[src/rtl/pipe_reg_elastic.sv]
// Elastic register pipeline: DEPTH stages of WIDTH-bit data with valid/ready on both
// sides, bubble collapse, synchronous flush and a registered occupancy count.
module pipe_reg_elastic #(
  parameter int               WIDTH     = 8,
  parameter int               DEPTH     = 3,
  parameter logic [WIDTH-1:0] RESET_VAL = '0
) (
  input  logic                       clk,
  input  logic                       rst_n,
  input  logic                       in_valid,
  output logic                       in_ready,
  input  logic [WIDTH-1:0]           in_data,
  output logic                       out_valid,
  input  logic                       out_ready,
  output logic [WIDTH-1:0]           out_data,
  input  logic                       flush,
  output logic [$clog2(DEPTH+1)-1:0] count
);

  localparam int CW = $clog2(DEPTH+1);

  logic [DEPTH-1:0] v;
  logic [WIDTH-1:0] d [DEPTH];
  logic [DEPTH-1:0] take;
  logic [DEPTH-1:0] move;
  logic [CW-1:0]    count_q;
  logic             in_xfer;
  logic             out_xfer;

  // Walk from the output end; a running term avoids reading take back into itself.
  always_comb begin
    logic t;
    take = '0;
    move = '0;
    t    = out_ready;
    for (int i = DEPTH-1; i >= 0; i--) begin
      move[i] = v[i] & t;
      take[i] = ~v[i] | move[i];
      t       = take[i];
    end
  end

  assign in_ready  = take[0] & ~flush;
  assign in_xfer   = in_valid & in_ready;
  assign out_valid = v[DEPTH-1];
  assign out_xfer  = v[DEPTH-1] & out_ready;
  assign out_data  = d[DEPTH-1];
  assign count     = count_q;

  always_ff @(posedge clk or negedge rst_n) begin
    if (!rst_n) begin
      v       <= '0;
      count_q <= '0;
      for (int i = 0; i < DEPTH; i++) d[i] <= RESET_VAL;
    end else if (flush) begin
      v       <= '0;
      count_q <= '0;
    end else begin
      if (take[0]) begin
        v[0] <= in_xfer;
        if (in_valid) d[0] <= in_data;
      end
      for (int i = 1; i < DEPTH; i++) begin
        if (take[i]) v[i] <= move[i-1];
        if (move[i-1]) d[i] <= d[i-1];
      end
      count_q <= count_q + CW'(in_xfer) - CW'(out_xfer);
    end
  end

endmodule

[config.mk]
export PLATFORM = sky130hd
export DESIGN_NAME = pipe_reg_elastic
export DESIGN_NICKNAME = d
export VERILOG_FILES = /design/src/rtl/pipe_reg_elastic.sv
export SDC_FILE = /design/constraint.sdc
export NUM_CORES = 1
export LEC_CHECK = 0
export CORE_UTILIZATION = 40
export CTS_BUF_LIST = sky130_fd_sc_hd__clkbuf_8
export CTS_CLUSTER_SIZE = 30
export DETAILED_ROUTE_END_ITERATION = 10
export RECOVER_POWER = 25
export SETUP_SLACK_MARGIN = 0.02
export SLEW_MARGIN = 20
export SYNTH_ARGS = -nofsm -noshare
export SYNTH_HDL_FRONTEND = slang
export SYNTH_SLANG_ARGS = --single-unit
[constraint.sdc]
create_clock -name clk -period 2.3 [get_ports clk]
set_clock_uncertainty 0.15 [all_clocks]
set_input_delay 0.46 -clock clk [delete_from_list [all_inputs] [get_ports clk]]
set_output_delay 0.46 -clock clk [all_outputs]
set_load 0.02 [all_outputs]
# [Word-level counts from Yosys, hierarchy flattened]
# Index checks and enable logic that the tools add are counted.
[classes] n_mux=5 bitwise_logic=12 n_addsub=2 reduce_logical=6
[ops] cell="$reduce_bool 2->1" count=3
[ops] cell="$and 1x1->1" count=5
[ops] cell="$not 1->1" count=4
[ops] cell="$reduce_and 2->1" count=2
[ops] cell="$mux 1" count=3
[ops] cell="$mux 3" count=1
[ops] cell="$or 1x1->1" count=3
[ops] cell="$reduce_and 3->1" count=1
[ops] cell="$add 2x1->2" count=1
[ops] cell="$mux 2" count=1
[ops] cell="$sub 2x1->2" count=1
[totals] regBits=29 in_bits=13 output_inout_bits=12 word_cells=32

# [Logic depth before layout (Yosys ltp)]
# Gate-level depths: netlist of the first run.
[logic_depth] word_depth=11 mapped_depth=8 depth_no_buf=7

# [Worst setup path after synthesis of the first run]
# No wires, ideal clock.
[synth_path] path_type="input port to flip-flop" start="in out_ready" end="reg count_q[0], in the netlist count[0]" setup_slack_ns=0.422 n_path_buf=1 setup_ns=0.120 arrival_ns=1.608 required_time_ns=2.030 stages=7 path_cell_list="nand4b_1 > nand3b_1 > buf_2 > ha_1 > inv_1 > ha_1 > and2b_2"
[synth_between] elab_chain_cells=11
[synth_lines] element="from (decl)" line="14" rtl="input logic out_ready,"
[synth_lines] element="$and 1x1->1 *" line="37, 46"
[synth_lines] element="$or 1x1->1" line="38" rtl="take[i] = ~v[i] | move[i];"
[synth_lines] element="$and 1x1->1" line="37" rtl="move[i] = v[i] & t;"
[synth_lines] element="$or 1x1->1" line="38"
[synth_lines] element="$and 1x1->1" line="37"
[synth_lines] element="$or 1x1->1" line="38"
[synth_lines] element="$and 1x1->1" line="43" rtl="assign in_ready = take[0] & ~flush;"
[synth_lines] element="$and 1x1->1" line="44" rtl="assign in_xfer = in_valid & in_ready;"
[synth_lines] element="$add 2x1->2" line="67" rtl="count_q <= count_q + CW'(in_xfer) - CW'(out_xfer);"
[synth_lines] element="$sub 2x1->2 *" line="67"
[synth_lines] element="$mux 2 *" line="55" rtl="end else if (flush) begin"
[synth_lines] element="to (signal assigned)" line="67"
[synth_lines] element="to (decl)" line="26" rtl="logic [CW-1:0] count_q;"
# Every way passes the cells marked *; elsewhere a longest branch is shown, timed or not.
# A chain may end at the register's enable or synchronous reset.

# [Worst setup path after layout of the first run]
[layout_path] start="in out_ready" end="out in_ready"
[layout_between] elab_chain_cells=7
[layout_lines] element="$and 1x1->1" line="37"
[layout_lines] element="$or 1x1->1" line="38"
[layout_lines] element="$and 1x1->1" line="37"
[layout_lines] element="$or 1x1->1" line="38"
[layout_lines] element="$and 1x1->1" line="37"
[layout_lines] element="$or 1x1->1" line="38"
[layout_lines] element="$and 1x1->1" line="43"
[layout_lines] element="to (decl)" line="11" rtl="output logic in_ready,"
# No other way between the ends.

==> flow_summary.toml, run 1 <==
[grt]
grt_start_max_net_pins = 30
grt_antenna_before_repair = 0
grt_pass1_vias = 774
globalRoute.totalOverflow = 0
grt_pass1_wl_um = 3370
track_usage = 0.142

[finish]
drive_gt1_frac = 0.375
finish.utilization = 0.533
syn2layout_area_growth_pct = 26.6
final_nets = 126
diodes = 0
stdcell_area_um2 = 1620

[floorplanning]
die_h_um = 58.5
die_area_um2 = 3420
start_util = 0.421
core_um2 = 3030
die_w_um = 58.5
rows = 20
ios = 25

[sta]
rsz0062_at_grt = "no"
maxSlewViolCount = 0
relSlewSlack = 0.531
worst_pin_slew_ns = 0.703
final-hold-violation-count = 0
fin_crit_sh = 0.962
setup-violations-final = 0
fmax_mhz = 452
finalCriticalPeriod_ns = 2.21

[logic_synthesis]
ys_ff_latch = 29
syn_nets = 101
yosysTopAreaCellShare = 0.569
synth.area.top_cells = "dfrtp_1 57%, mux2_2 14%, mux2_4 9.4%"
yosys.area.top_type = "dfrtp_1"
synth_edf_count = 0
syn_area_um2 = 1280
synthTopCellsByCount = "29 x dfrtp_1, 16 x mux2_2, 8 x buf_4, 8 x mux2_4, 4 x nor2_1"
async_flop_share = 1.00
postSynthAreaPerCell_um2 = 14.8
synthCells = 86
synth_cell_type_count = 19
ys_seq_area_frac = 0.569
synth_most_common_cell = "dfrtp_1"
synthFlopType = "dfrtp_1"
ys_warn_count = 0

[setup_path]
crit_arrival_ns = 1.60
slowest_stage = "clkdlybuf4s50_1"
path_buf_inv = 2
slowest_delay_ns = 0.41
crit_path_end_kind = "primary output"
worst-path-max-fanout = 2
required_ns = 1.69
path_cells = "clkdlybuf4s50_1, nand4b_1, and2b_2, dlygate4sd2_1"
crit_type = "primary input to primary output"
cp-start-kind = "primary input"
path_delay_family = "buffers and inverters"

[clocking]
numCtsBuffers = 5
clock_latency_ns = 0.28
root_buffer = "clkbuf_8"
cts_tree = "done"
cts_buffer_depth = 2
clock_sinks = 29
cts.htree.levels = 2
hold_buffers = 0
clk_pin_slew_ns = 0.06

[power_and_ir_drop]
p_leak_uw = 0.000747
p_switching_uw = 408
worst_ir_drop_vdd_mv = 0.311
p_clk_frac = 0.288
power_frac_comb = 0.268
seqPwrFrac = 0.445
switching_share = 0.259
intPower_uw = 1170
cellPowerDensity_nw_per_um2 = 975

[routing]
first_iter_violations = 16
first_pass_iters = 2
vias = 704
vias_per_cell = 4.51
wl_per_cell_um = 12.1
drc = 0
routed_wl_um = 1880
antenna_left = 0

[status]
status = "completed"

[place]
place_area_um2 = 1520
gp_congestion = 0.654
io_buffers = 24
post-dp-hpwl_um = 1290

[run]
maxCapViolCount = 0

[min_path]
hp-class = "register to register"
-- registers in the layout (all words and copies together), names as in the netlist --
signal	flops
d	16
out_data	8
v	3
count	2
-- repair_timing --
action / in CTS / in global routing
hold endpoints to repair: 0 / 0
gates resized for setup: 1 / 0
buffers inserted: 0 / 0
setup endpoints to repair: 1 / 0
-- cell usage in the layout (no fill, tap or decap) --
| master | synthesis | routed |
|---|---|---|
| mux2_2 | 16 | 16 |
| nand3b_1 | 1 | 1 |
| clkdlybuf4s50_1 | 0 | 22 |
| dlygate4sd2_1 | 0 | 1 |
| dlygate4sd3_1 | 0 | 1 |
| nand4b_1 | 1 | 1 |
| xnor2_1 | 1 | 1 |
| nor2_1 | 4 | 4 |
| clkinv_2 | 0 | 1 |
| nor2b_4 | 1 | 1 |
| and2_1 | 1 | 1 |
| clkbuf_2 | 0 | 1 |
| clkbuf_8 | 0 | 7 |
| and2b_2 | 2 | 2 |
| dfrtp_1 | 29 | 29 |
| ha_1 | 2 | 2 |
| or3b_1 | 1 | 1 |
| a211o_2 | 1 | 1 |
| buf_4 | 8 | 5 |
| mux2_4 | 8 | 8 |
| xor2_1 | 1 | 1 |
| a21oi_1 | 2 | 2 |
| inv_1 | 3 | 3 |
-- cell type report --
class | instances | area, um2
Clock buffer | 7 | 96.3
Clock inverter | 1 | 5.00
Fill cell | 278 | 1410
Inverter | 3 | 11.3
Multi-Input combinational cell | 42 | 440
Sequential cell | 29 | 726
Tap cell | 44 | 55.1
Timing Repair Buffer | 30 | 282
-- metrics by stage --
| step | total power (uW) | std cells | setup TNS [ns] | hold slack (ns) | setup WS, ns |
|---|---|---|---|---|---|
| final | 1570 | 156 | 0 | 0.348 | 0.0875 |
| after detailed placement | 1140 | 148 | -0.162 | 0.340 | -0.137 |
| after floorplan | 1030 | 86 | 0 | 0.0144 | 0.422 |
| after CTS | 1610 | 156 | 0 | 0.350 | 0.0766 |
| after global routing | 1670 | 156 | 0 | 0.368 | 0.0278 |
| after global placement | 1130 | 148 | -0.0935 | 0.330 | -0.0935 |
-- logic make-up after synthesis --
| kind of cell | Yosys count | synth area share |
|---|---|---|
| compound gates | 3 | 0.0157 |
| fa+ha+maj | 2 | 0.0196 |
| xor+xnor | 2 | 0.0137 |
| mux | 24 | 0.235 |
| flops | 29 | 0.569 |
| simple gates | 11 | 0.0608 |
| buf+inv | 15 | 0.0863 |
-- per-layer routing --
metal	GRT usage	routed length, um	vias up	share of wire
li1	-	-	330	-
met1	0.153	778	346	0.41
met2	0.225	933	20	0.50
met3	0.0484	96	8	0.051
met4	0.122	71	0	0.038
met5	0	0	-	0
-- worst paths after layout --
path / startpoint / to / slack (ns) / cells after the start
min in group asynchronous: rst_n / out_data[4]$_DFFE_PN0P_ / 0.61 / 2
worst min register to register: d[13]$_DFFE_PN0P_ / out_data[5]$_DFFE_PN0P_ / 0.35 / 1
worst min-delay path: d[13]$_DFFE_PN0P_ / out_data[5]$_DFFE_PN0P_ / 0.35 / 1
worst max-delay path: out_ready / in_ready / 0.09 / 4
max in group asynchronous: rst_n / d[12]$_DFFE_PN0P_ / 0.94 / 2
worst max register to register: v[1]$_DFFE_PN0P_ / count[0]$_DFF_PN0_ / 0.51 / 7
-- power groups by stage --
stage / clock (uW) / sequential, uW / combinational (uW)
5_1_grt: 496 / 717 / 453
3_3_place_gp: 0 / 706 / 421
4_1_cts: 477 / 703 / 427
3_5_place_dp: 0 / 710 / 429
2_1_floorplan: 0 / 696 / 337
6_report: 453 / 701 / 421
(Power assumes the default switching activity.)
==> run 2: changes to the inputs <==
DONT_BUFFER_PORTS = 1   (was not set)
SETUP_SLACK_MARGIN = 0.05   (was 0.02)
SLEW_MARGIN = not set   (was 20)
==> run 2 against run 1 <==
  * Sequential cell count unchanged
  * Combinational power decreased by 55%
  * Final cell count decreased by 17%
  * Sequential power increased by 13%
  * Global-route usage decreased by 1.8 points
  * Worst hold slack got worse by 0.26 ns
==> flow_summary.toml, run 2 (synthesized netlist as in run 1, its figures left out) <==
[run]
maxCapViolCount = 0

[floorplanning]
die_h_um = 58.5
core_um2 = 3030
ios = 25
die_w_um = 58.5
die_area_um2 = 3420
rows = 20
start_util = 0.421

[power_and_ir_drop]
power_uw = 1600
cellPowerDensity_nw_per_um2 = 1140
p_leak_uw = 0.000659
worst_ir_drop_vdd_mv = 0.530

[grt]
grt_start_max_net_pins = 30
grt_antenna_before_repair = 0
track_usage = 0.125
grt_pass1_vias = 629
grt_pass1_wl_um = 2970
globalRoute.totalOverflow = 0

[setup_path]
path_cells = "nor2b_4, or3b_1, mux2_4"
crit_type = "register to register"
reg2reg_to = "out_data[0]$_DFFE_PN0P_"
path_buf_inv = 0
path_delay_family = "simple AND/OR/NAND/NOR gates"
cp-start-kind = "register"
worst-path-max-fanout = 8
slowest_delay_ns = 0.57
r2r-start = "v[2]$_DFFE_PN0P_"
required_ns = 2.31
crit_path_end_kind = "register"
slowest_stage = "or3b_1"
worstSetupStartpoint = "v[2]$_DFFE_PN0P_"
crit_arrival_ns = 1.88
rrSetupSlack_ns = 0.43
rr_worst_depth = 3

[routing]
drc = 0
first_iter_violations = 13
vias_per_cell = 4.67
routed_wl_um = 1780
wl_per_cell_um = 13.8
first_pass_iters = 4
vias = 602
antenna_left = 0

[place]
place_inst = 119
gp_congestion = 0.683
io_buffers = 0

[min_path]
hp-start = "flush"
holdPathStages = 1
hold_path_end = "v[0]$_DFFE_PN0P_"
hp-class = "primary input to register"

[sta]
maxSlewViolCount = 0
fin_crit_sh = 0.815
final-hold-violation-count = 0
setup-tns-final_ns = 0
worst_pin_slew_ns = 0.489
finalCriticalPeriod_ns = 1.87
relSlewSlack = 0.674
setup-violations-final = 0
rsz0062_at_grt = "no"
fmax_mhz = 534

[finish]
stdcell_count = 129
final_common_cell = "dfrtp_1"
regMostFlops = "d"
syn2layout_area_growth_pct = 10.0
n_fill_cell = 268
layout_common_cells = "29 x dfrtp_1, 16 x mux2_2, 8 x mux2_4"
final_nets = 99
drive_gt1_frac = 0.447
diodes = 0
largest_reg_flops = 16

[clocking]
clock_latency_ns = 0.27
cts_buffer_depth = 2
post_cts_buffers = 0
cts.htree.levels = 2
cts_tree = "done"
root_buffer = "clkbuf_8"
clk_pin_slew_ns = 0.06
clock_sinks = 29
numCtsBuffers = 5

[status]
status = "completed"
## run 2: stage by stage
stage / utilization / area [um2] / hold WS, ns / setup WS [ns]
floorplan: - / 1280 / 0.0144 / 0.422
global placement: 0.410 / 1240 / 0.0154 / 0.460
detailed placement: 0.410 / 1240 / 0.0152 / 0.413
CTS: 0.464 / 1400 / 0.0775 / 0.405
global route: 0.464 / 1400 / 0.0724 / 0.339
finish: 0.464 / 1400 / 0.0899 / 0.426
## run 2: area by class of cell
type	count	area [um2]	share of cell area
multi-input combinational	42	440	0.314
tap	44	55.1	0.0392
clock inverter	3	65.1	0.0463
inverter	3	11.3	0.00802
sequential	29	726	0.517
timing repair buffer	3	37.5	0.0267
clock buffer	5	68.8	0.0490
## run 2: worst max-delay path by stage
stage	slack, ns	cells after the start	endpoint
floorplan	0.42	7	count[0]$_DFF_PN0_
global placement	0.46	3	out_data[6]$_DFFE_PN0P_
detailed placement	0.41	3	out_data[4]$_DFFE_PN0P_
CTS	0.40	3	out_data[4]$_DFFE_PN0P_
global route	0.34	2	in_ready
finish	0.43	3	out_data[0]$_DFFE_PN0P_
## run 2: repair_timing
| action | in CTS | in global routing |
|---|---|---|
| hold buffers | 2 | 0 |
| gates resized for setup | 0 | 0 |
| endpoints found under the hold margin | 29 | 0 |
| endpoints found under the setup margin | 0 | 0 |
## run 2: where the power goes
part           switching [uW]  internal [uW]  total (uW)
Clock                     188            430         618
Sequential                157            635         792
Combinational            50.4            140         190
## run 2: per-layer routing
metal	global-route usage	wire length, um
met5	0	0
met4	0.0918	40
met3	0.0593	92
met2	0.190	893
met1	0.135	753
